==> src/rtl/fifo_rd_packer.sv <==
// fifo_rd_packer: read-side unloader for the async FIFO (read clock domain).
// Pops entries from the FIFO's show-ahead port, packs LANES of them into one
// wide word (lane 0 = oldest) and emits it on a valid/ready stream. A partial
// word is emitted after TIMEOUT idle cycles or on a flush request.
//
// Handshake: m_valid/m_data/m_keep come straight from registers. Once m_valid
// is high it stays high, with m_data/m_keep stable, until a cycle in which
// m_ready is also high. A word transfers on every rclk edge where
// m_valid & m_ready. m_ready may be asserted independently of m_valid.
// On the FIFO side, rinc is a combinational pop strobe, never asserted while
// rempty is high, and rdata is consumed on the edge where rinc is high.
module fifo_rd_packer #(
  parameter int DSIZE   = 8,
  parameter int LANES   = 4,
  parameter int TIMEOUT = 16
) (
  input  logic                   rclk,
  input  logic                   rrst_n,
  input  logic                   rempty,
  input  logic [DSIZE-1:0]       rdata,
  output logic                   rinc,
  input  logic                   flush,
  output logic [DSIZE*LANES-1:0] m_data,
  output logic [LANES-1:0]       m_keep,
  output logic                   m_valid,
  input  logic                   m_ready
);

  localparam int W  = DSIZE * LANES;
  localparam int CW = $clog2(LANES);
  localparam int IW = $clog2(TIMEOUT);
  localparam logic [CW-1:0] LAST     = CW'(LANES - 1);
  localparam logic [IW-1:0] IDLE_MAX = IW'(TIMEOUT - 1);

  // Packing state: EMPTY when no lane is filled, FILL otherwise.
  typedef enum logic {FILL_EMPTY = 1'b0, FILL_ACTIVE = 1'b1} fill_state_e;
  // Output register state: HOLD while a word waits for m_ready.
  typedef enum logic {OUT_FREE = 1'b0, OUT_HOLD = 1'b1} out_state_e;

  logic [CW-1:0]    cnt_q, cnt_d;
  logic [W-1:0]     acc_q, acc_d;
  logic [IW-1:0]    idle_q, idle_d;
  logic             fpend_q, fpend_d;
  logic             m_valid_q, m_valid_d;
  logic [W-1:0]     m_data_q, m_data_d;
  logic [LANES-1:0] m_keep_q, m_keep_d;

  logic             slot_free;
  logic             last_pop;
  logic             part_emit;
  logic [W-1:0]     full_word;
  logic [W-1:0]     part_word;
  logic [LANES-1:0] part_keep;

  // State visibility for checkers; derived purely from the registers.
  fill_state_e fill_state;
  out_state_e  out_state;
  assign fill_state = (cnt_q == '0) ? FILL_EMPTY : FILL_ACTIVE;
  assign out_state  = m_valid_q ? OUT_HOLD : OUT_FREE;

  // State register: async active-low reset drops everything immediately.
  always_ff @(posedge rclk or negedge rrst_n) begin
    if (!rrst_n) begin
      cnt_q     <= '0;
      acc_q     <= '0;
      idle_q    <= '0;
      fpend_q   <= 1'b0;
      m_valid_q <= 1'b0;
      m_data_q  <= '0;
      m_keep_q  <= '0;
    end else begin
      cnt_q     <= cnt_d;
      acc_q     <= acc_d;
      idle_q    <= idle_d;
      fpend_q   <= fpend_d;
      m_valid_q <= m_valid_d;
      m_data_q  <= m_data_d;
      m_keep_q  <= m_keep_d;
    end
  end

  // Output/decision logic: pop strobe and emit conditions. The last lane is
  // only popped when the output register can take the completed word; a pop
  // always wins over a partial emit so byte order is preserved.
  always_comb begin
    slot_free = ~m_valid_q | m_ready;
    rinc      = rrst_n & ~rempty & ((cnt_q != LAST) | slot_free);
    last_pop  = rinc & (cnt_q == LAST);
    part_emit = (cnt_q != '0) & ~rinc & slot_free &
                ((idle_q == IDLE_MAX) | fpend_q | flush);
  end

  // Next-state logic: lane write, counters, flush latch and output register.
  always_comb begin
    acc_d     = acc_q;
    full_word = acc_q;
    part_word = '0;
    part_keep = '0;
    for (int i = 0; i < LANES; i++) begin
      if (rinc && (cnt_q == CW'(i))) begin
        acc_d[i*DSIZE +: DSIZE] = rdata;
      end
      // Partial words expose only the filled lanes; the rest read as zero.
      if (CW'(i) < cnt_q) begin
        part_word[i*DSIZE +: DSIZE] = acc_q[i*DSIZE +: DSIZE];
        part_keep[i]                = 1'b1;
      end
    end
    full_word[W-1 -: DSIZE] = rdata;

    // Lane count
    if (rinc) begin
      cnt_d = last_pop ? '0 : cnt_q + CW'(1);
    end else if (part_emit) begin
      cnt_d = '0;
    end else begin
      cnt_d = cnt_q;
    end

    // Idle counter: runs only while a partial word sits unpopped.
    if (rinc || part_emit || (cnt_q == '0)) begin
      idle_d = '0;
    end else if (idle_q != IDLE_MAX) begin
      idle_d = idle_q + IW'(1);
    end else begin
      idle_d = idle_q;
    end

    // Flush latch: remembers a request that a same-cycle pop deferred.
    if (part_emit) begin
      fpend_d = 1'b0;
    end else begin
      fpend_d = fpend_q | (flush & (cnt_q != '0));
    end

    // Output register
    m_valid_d = m_valid_q;
    m_data_d  = m_data_q;
    m_keep_d  = m_keep_q;
    if (last_pop) begin
      m_valid_d = 1'b1;
      m_data_d  = full_word;
      m_keep_d  = '1;
    end else if (part_emit) begin
      m_valid_d = 1'b1;
      m_data_d  = part_word;
      m_keep_d  = part_keep;
    end else if (m_valid_q && m_ready) begin
      m_valid_d = 1'b0;
    end
  end

  assign m_valid = m_valid_q;
  assign m_data  = m_data_q;
  assign m_keep  = m_keep_q;

endmodule

==> config.mk <==
export PLATFORM = sky130hd
export DESIGN_NAME = fifo_rd_packer
export DESIGN_NICKNAME = d
export VERILOG_FILES = /design/src/rtl/fifo_rd_packer.sv
export SDC_FILE = /design/constraint.sdc
export NUM_CORES = 1
export LEC_CHECK = 0
export CAP_MARGIN = 10
export CORE_UTILIZATION = 40
export DETAILED_ROUTE_END_ITERATION = 10
export GPL_ROUTABILITY_DRIVEN = 0
export PLACE_DENSITY_LB_ADDON = 0.05
export SKIP_LAST_GASP = 1
export SLEW_MARGIN = 40
export SYNTH_ARGS = -nofsm -noshare
export SYNTH_HDL_FRONTEND = slang
export SYNTH_SLANG_ARGS = --single-unit
==> constraint.sdc <==
create_clock -name rclk -period 4.3 [get_ports rclk]
set_clock_uncertainty 0.1 [all_clocks]
set_input_delay 1.29 -clock rclk [delete_from_list [all_inputs] [get_ports rclk]]
set_output_delay 1.29 -clock rclk [all_outputs]
set_load 0.01 [all_outputs]
* Word-level counts from Yosys, hierarchy flattened
Cells that the tools add are included.
W data, S select, Z words.
** Cells by class
- $add $sub $neg :: 2
- $lt $le $gt $ge :: 4
- Equality and inequality tests :: 6
- Mux-type cells :: 21
- Bitwise logic cells :: 15
- Reductions and logical operators :: 13
** Operators by type and width (count)
- $mux W32 :: 2
- $mux W8 :: 4
- $mux W4 :: 4
- $mux W1 :: 8
- $reduce_bool A2 Y1 :: 4
- $and A1 B1 Y1 :: 7
- $mux W2 :: 3
- $logic_and A1 B1 Y1 :: 5
- $or A1 B1 Y1 :: 5
- $add A4 B1 Y4 const B :: 1
- $eq A2 B2 Y1 const B :: 2
- $eq A4 B4 Y1 const B :: 1
- $lt A1 B2 Y1 const A :: 2
- $lt A2 B2 Y1 const A :: 2
- $ne A4 B4 Y1 const B :: 1
- $not A1 Y1 :: 3
- $reduce_bool A3 Y1 :: 1
- $add A2 B1 Y2 const B :: 1
- $eq A2 B1 Y1 const B :: 1
- $logic_not A2 Y1 :: 1
- $logic_or A1 B1 Y1 :: 2
- $ne A2 B2 Y1 const B :: 1
** Word-level totals
- Register bits :: 76
- Output and inout port bits :: 38
- Word-level logic and storage cells :: 71

* Longest topological paths before layout
- Depth after elaboration :: 11
- Gate-level depth with buffers :: 7

* Worst setup path after synthesis
Ideal clock, no wire load.
- Path kind :: input -> output
- Start :: input port m_ready
- End :: output port rinc
- Arrival time :: 1764 ps
- Data required time :: 2910 ps
- Path slack :: 1146 ps
- Cell stages on the path :: 2
- Buffers on the path :: 0
- Cells stage by stage :: and2b_4 > a21oi_2
** On the way
- Word-level cells in the longest chain between the ends :: 3
** RTL lines
- from (decl) :: RTL line 26 : input logic m_ready
- $or A1 B1 Y1 :: RTL line 86 : slot_free = ~m_valid_q | m_ready;
- $or A1 B1 Y1 :: RTL line 87 : rinc = rrst_n & ~rempty & ((cnt_q != LAST) | slot_free);
- $and A1 B1 Y1 :: RTL line 87
- to (decl) :: RTL line 21 : output logic rinc,
Every way passes these cells.

* Worst setup path in the final report
Same ends and word-level chain as after synthesis.

==> results_dict.tcl <==
set metrics [dict create \
    critPathMostFrequentCell "sky130_fd_sc_hd__clkdlybuf4s50_1" \
    avgRoutedWirePerCell_um 16.95 \
    syn-cell-area_sq_mm 0.002726 \
    buffer_ports.inserted 50 \
    timing.final.setup_violations 0 \
    fp.dieW_um 84.56 \
    yosysUniqueCellTypes 32 \
    final_cell_count_no_fill 341 \
    grt-ovfl-total 0 \
    cpPeakStageDelay_ns 0.55 \
    area_share_of_fa_ha_maj_cells_after_synthesis_pct 2.754 \
    max-clock-path-buffers 2 \
    maximum_number_of_pins_on_one_net_before_global_route_repair 69 \
    detailedPlacementHpwl_mm 3.739 \
    path_class "input pin to output pin" \
    fin_util_pct 54.53 \
    synth_simple_gate_area_share_pct 9.683 \
    clkLatencyLatePin_ns 0.34 \
    synth.yosys.seq_area_share_pct 62.41 \
    initial_drt_markers 60 \
    globalRouteTotalUtil_pct 17.89 \
    setup.worst_path.start_class "input pin" \
    synth-warning-count 0 \
    avgViaCountPerCell 5.279 \
    floorplan.initialDensity_pct 42.21 \
    power.share.sequential_pct 43.0 \
    die-area_sq_mm 0.007150 \
    setup_buffers_after_cts 0 \
    worst_pin_slew_ns 0.6980 \
    post_synth_inst_count 200 \
    critical_path.cell_chain "clkdlybuf4s50_1 -> and2b_4 -> a21oi_2 -> clkdlybuf4s50_1" \
    timing.final.crit_share_pct 94.16 \
    synth_top_family_by_area "multiplexers" \
    syn_nets 219 \
    num_io_pins 51 \
    route.final.wire_length_mm 5.781 \
    ant_nets 0 \
    crit_required_ns 2.91 \
    synth_compound_area_share_pct 9.408 \
    clock_tree.root_cell "sky130_fd_sc_hd__clkbuf_8" \
    worst_ir_drop_vdd_v 0.0003740 \
    setup_ws_ns 0.2509 \
    placement.cell_area_sq_mm 0.003321 \
    rsz0062_at_grt "false" \
    finalHoldViolations 0 \
    firstDrtPassIters 10 \
    cts_resized 0 \
    coreArea_sq_mm 0.006459 \
    flow.area_growth_from_synthesis_pct 29.19 \
    xor_xnor_portion_of_the_synthesized_cell_area_pct 0.3212 \
    p_int_mw 1.700 \
    data_arrival_time_of_the_worst_path_ns 2.66 \
    setup_tns_ns 0 \
    worst_slew_margin_rel_pct 53.36 \
    cts_made_buffers 9 \
    cpMaxStageDelayCell "sky130_fd_sc_hd__clkdlybuf4s50_1" \
    hold_bufs_inserted_after_cts 0 \
    path_delay_family "buffers and inverters" \
    layout-drive-gt1-share_pct 22.73 \
    p_sw_share_pct 31.34 \
    max_clock_freq_mhz 247.0 \
    grt_first_pass_wirelength_mm 9.494 \
    post_synth_mux_area_share_pct 13.58 \
    failing_checks "design-rule violations" \
    period_minus_slack_ns 4.049 \
    cts_sinks 68 \
    pwr-share-clk_pct 21.3 \
    synthesis.area_per_instance_sq_um 13.63 \
    min_path_type "flop to flop" \
    crit_buf_inv 2 \
    core.rowCount 29 \
    insertedDiodeCount 0 \
    dp.cells 325 \
    final_cell_area_sq_mm 0.003522 \
    drc 2 \
    result_of_the_run "finished, violations left" \
    vias 1800 \
    power_per_cell_area_mw_per_mm2 703.1 \
    grt_antenna_before_repair 0 \
    final-max-slew-violation-count 0 \
    share_comb_of_total_power_pct 35.7 \
    grt_pass1_vias 1754 \
    cts_tree "yes" \
    crit_fanout 4 \
    final_stage_net_count 278 \
    place_worst_setup_slack_ns 0.2553 \
    cts.clk_slew.worst_paths_ns 0.07 \
    die_y_um 84.56 \
    htree_num_levels 3 \
    static-leakage-power_nw 1.619 \
    net-switching-power_uw 776.0 \
    synth.ff_latch_count 68 \
    maxCapViolCount 0 \
    endpoint_kind "output pin" \
]
## cells in the mapped netlist
cell / number / area (sq um)
sky130_fd_sc_hd__o21ai_0: 1 / 5.000
sky130_fd_sc_hd__ha_1: 6 / 75.07
sky130_fd_sc_hd__o21ai_4: 1 / 16.27
sky130_fd_sc_hd__a21o_1: 3 / 22.52
sky130_fd_sc_hd__buf_2: 4 / 20.02
sky130_fd_sc_hd__and3_1: 1 / 6.260
sky130_fd_sc_hd__or4_1: 1 / 7.510
sky130_fd_sc_hd__a31oi_1: 2 / 12.51
sky130_fd_sc_hd__inv_1: 3 / 11.26
sky130_fd_sc_hd__nor4_4: 1 / 21.27
sky130_fd_sc_hd__mux2i_1: 1 / 10.01
sky130_fd_sc_hd__mux2_2: 30 / 337.8
sky130_fd_sc_hd__clkbuf_1: 1 / 3.750
sky130_fd_sc_hd__nor2_1: 5 / 18.77
sky130_fd_sc_hd__a311oi_2: 1 / 15.01
sky130_fd_sc_hd__nand2b_1: 2 / 12.51
sky130_fd_sc_hd__nand3_1: 12 / 60.06
sky130_fd_sc_hd__or3_1: 2 / 12.51
sky130_fd_sc_hd__nor3_1: 1 / 5.000
sky130_fd_sc_hd__a21oi_1: 1 / 5.000
sky130_fd_sc_hd__nor2b_2: 1 / 8.760
sky130_fd_sc_hd__dfrtp_1: 68 / 1702
sky130_fd_sc_hd__mux2_1: 2 / 22.52
sky130_fd_sc_hd__nand2_1: 24 / 90.09
sky130_fd_sc_hd__a22o_1: 16 / 140.1
sky130_fd_sc_hd__a21oi_2: 2 / 17.52
sky130_fd_sc_hd__nor2_4: 1 / 11.26
sky130_fd_sc_hd__xnor2_1: 1 / 8.760
sky130_fd_sc_hd__o31ai_1: 2 / 15.01
sky130_fd_sc_hd__buf_4: 2 / 15.01
sky130_fd_sc_hd__and2b_4: 1 / 10.01
sky130_fd_sc_hd__a211oi_1: 1 / 7.510
## routing by layer
| metal | track usage, % | vias to the layer above | share of wire (%) |
|---|---|---|---|
| met5 | 0 | - | 0 |
| met4 | 6.163 | 0 | 1.6 |
| met3 | 5.408 | 11 | 4.3 |
| met2 | 25.94 | 48 | 43 |
| met1 | 25.58 | 910 | 51 |
| li1 | - | 831 | - |
## power by group through the flow
| stage | clock network (mW) | logic, mW | registers (mW) |
|---|---|---|---|
| 2_1_floorplan | 0 | 0.453 | 1.10 |
| 3_3_place_gp | 0 | 0.883 | 1.07 |
| 3_5_place_dp | 0 | 0.892 | 1.08 |
| 4_1_cts | 0.544 | 0.896 | 1.07 |
| 5_1_grt | 0.568 | 0.963 | 1.10 |
| 6_report | 0.528 | 0.884 | 1.06 |
## cells in the final DEF, fill, tap and decap left out, types with 2 or more instances in the layout
cell and n:
sky130_fd_sc_hd__clkdlybuf4s50_1 49, sky130_fd_sc_hd__a31oi_1 2, sky130_fd_sc_hd__a21o_1 3, sky130_fd_sc_hd__nand3_1 12, sky130_fd_sc_hd__mux2_1 2, sky130_fd_sc_hd__mux2_2 30
sky130_fd_sc_hd__dfrtp_1 68, sky130_fd_sc_hd__inv_1 3, sky130_fd_sc_hd__buf_4 4, sky130_fd_sc_hd__clkbuf_8 10, sky130_fd_sc_hd__nor2_1 5, sky130_fd_sc_hd__a21oi_2 2
sky130_fd_sc_hd__o31ai_1 2, sky130_fd_sc_hd__ha_1 6, sky130_fd_sc_hd__clkinv_2 2, sky130_fd_sc_hd__nand2b_1 2, sky130_fd_sc_hd__or3_1 2, sky130_fd_sc_hd__nand2_1 24
sky130_fd_sc_hd__clkinvlp_4 2, sky130_fd_sc_hd__a22o_1 16
## final timing paths
| path | to | slack [ns] | cells past startpoint | start |
|---|---|---|---|---|
| max | rinc | 0.25 | 4 | m_ready |
| min | m_keep[2] | 0.38 | 1 | m_keep[2] |
| min in group asynchronous | m_data[19] | 0.99 | 2 | rrst_n |
| max in group asynchronous | acc_q[0] | 2.69 | 2 | rrst_n |
| min reg2reg | m_keep[2] | 0.38 | 1 | m_keep[2] |
| max reg2reg | m_data[3] | 1.90 | 5 | idle_q[0] |
## cell type report
class,count,area [sq um]
Tap cell,77,96.34
Clock buffer,10,137.6
Inverter,3,11.26
Fill cell,592,2937
Multi-Input combinational cell,122,974.7
Timing Repair Buffer,55,536.8
Clock inverter,6,63.81
Sequential cell,68,1702
## through the flow
step,hold slack (ns),total power [mW]
after global placement,0.3655,1.956
after global routing,0.4121,2.634
after CTS,0.3880,2.507
after detailed placement,0.3687,1.969
final,0.3828,2.476
after floorplan,0.3522,1.557
## cells by family after synthesis
kind of cell             count (synthesis)
buffers and inverters                   10
adder cells (fa/ha/maj)                  6
AND/OR/NAND/NOR                         52
XOR/XNOR                                 1
AO/OA/AOI/OAI                           30
multiplexers                            33
flip-flops                              68
## sequential cells by signal, summed over array words and instances, names as in the netlist
name,cells
m_data,32
m_keep,4
fpend_q,1
idle_q,4
acc_q,24
m_valid,1
cnt_q,2
## worst reg2reg max path: cells and delay by family, from the launching register on
kind	cells	cell delay (ns)
mux	1	0.42
flops	1	0.42
simple gates	2	0.68
fa+ha+maj	1	0.28
compound gates	1	0.40
No activity file was read; power rests on OpenSTA's default activity.
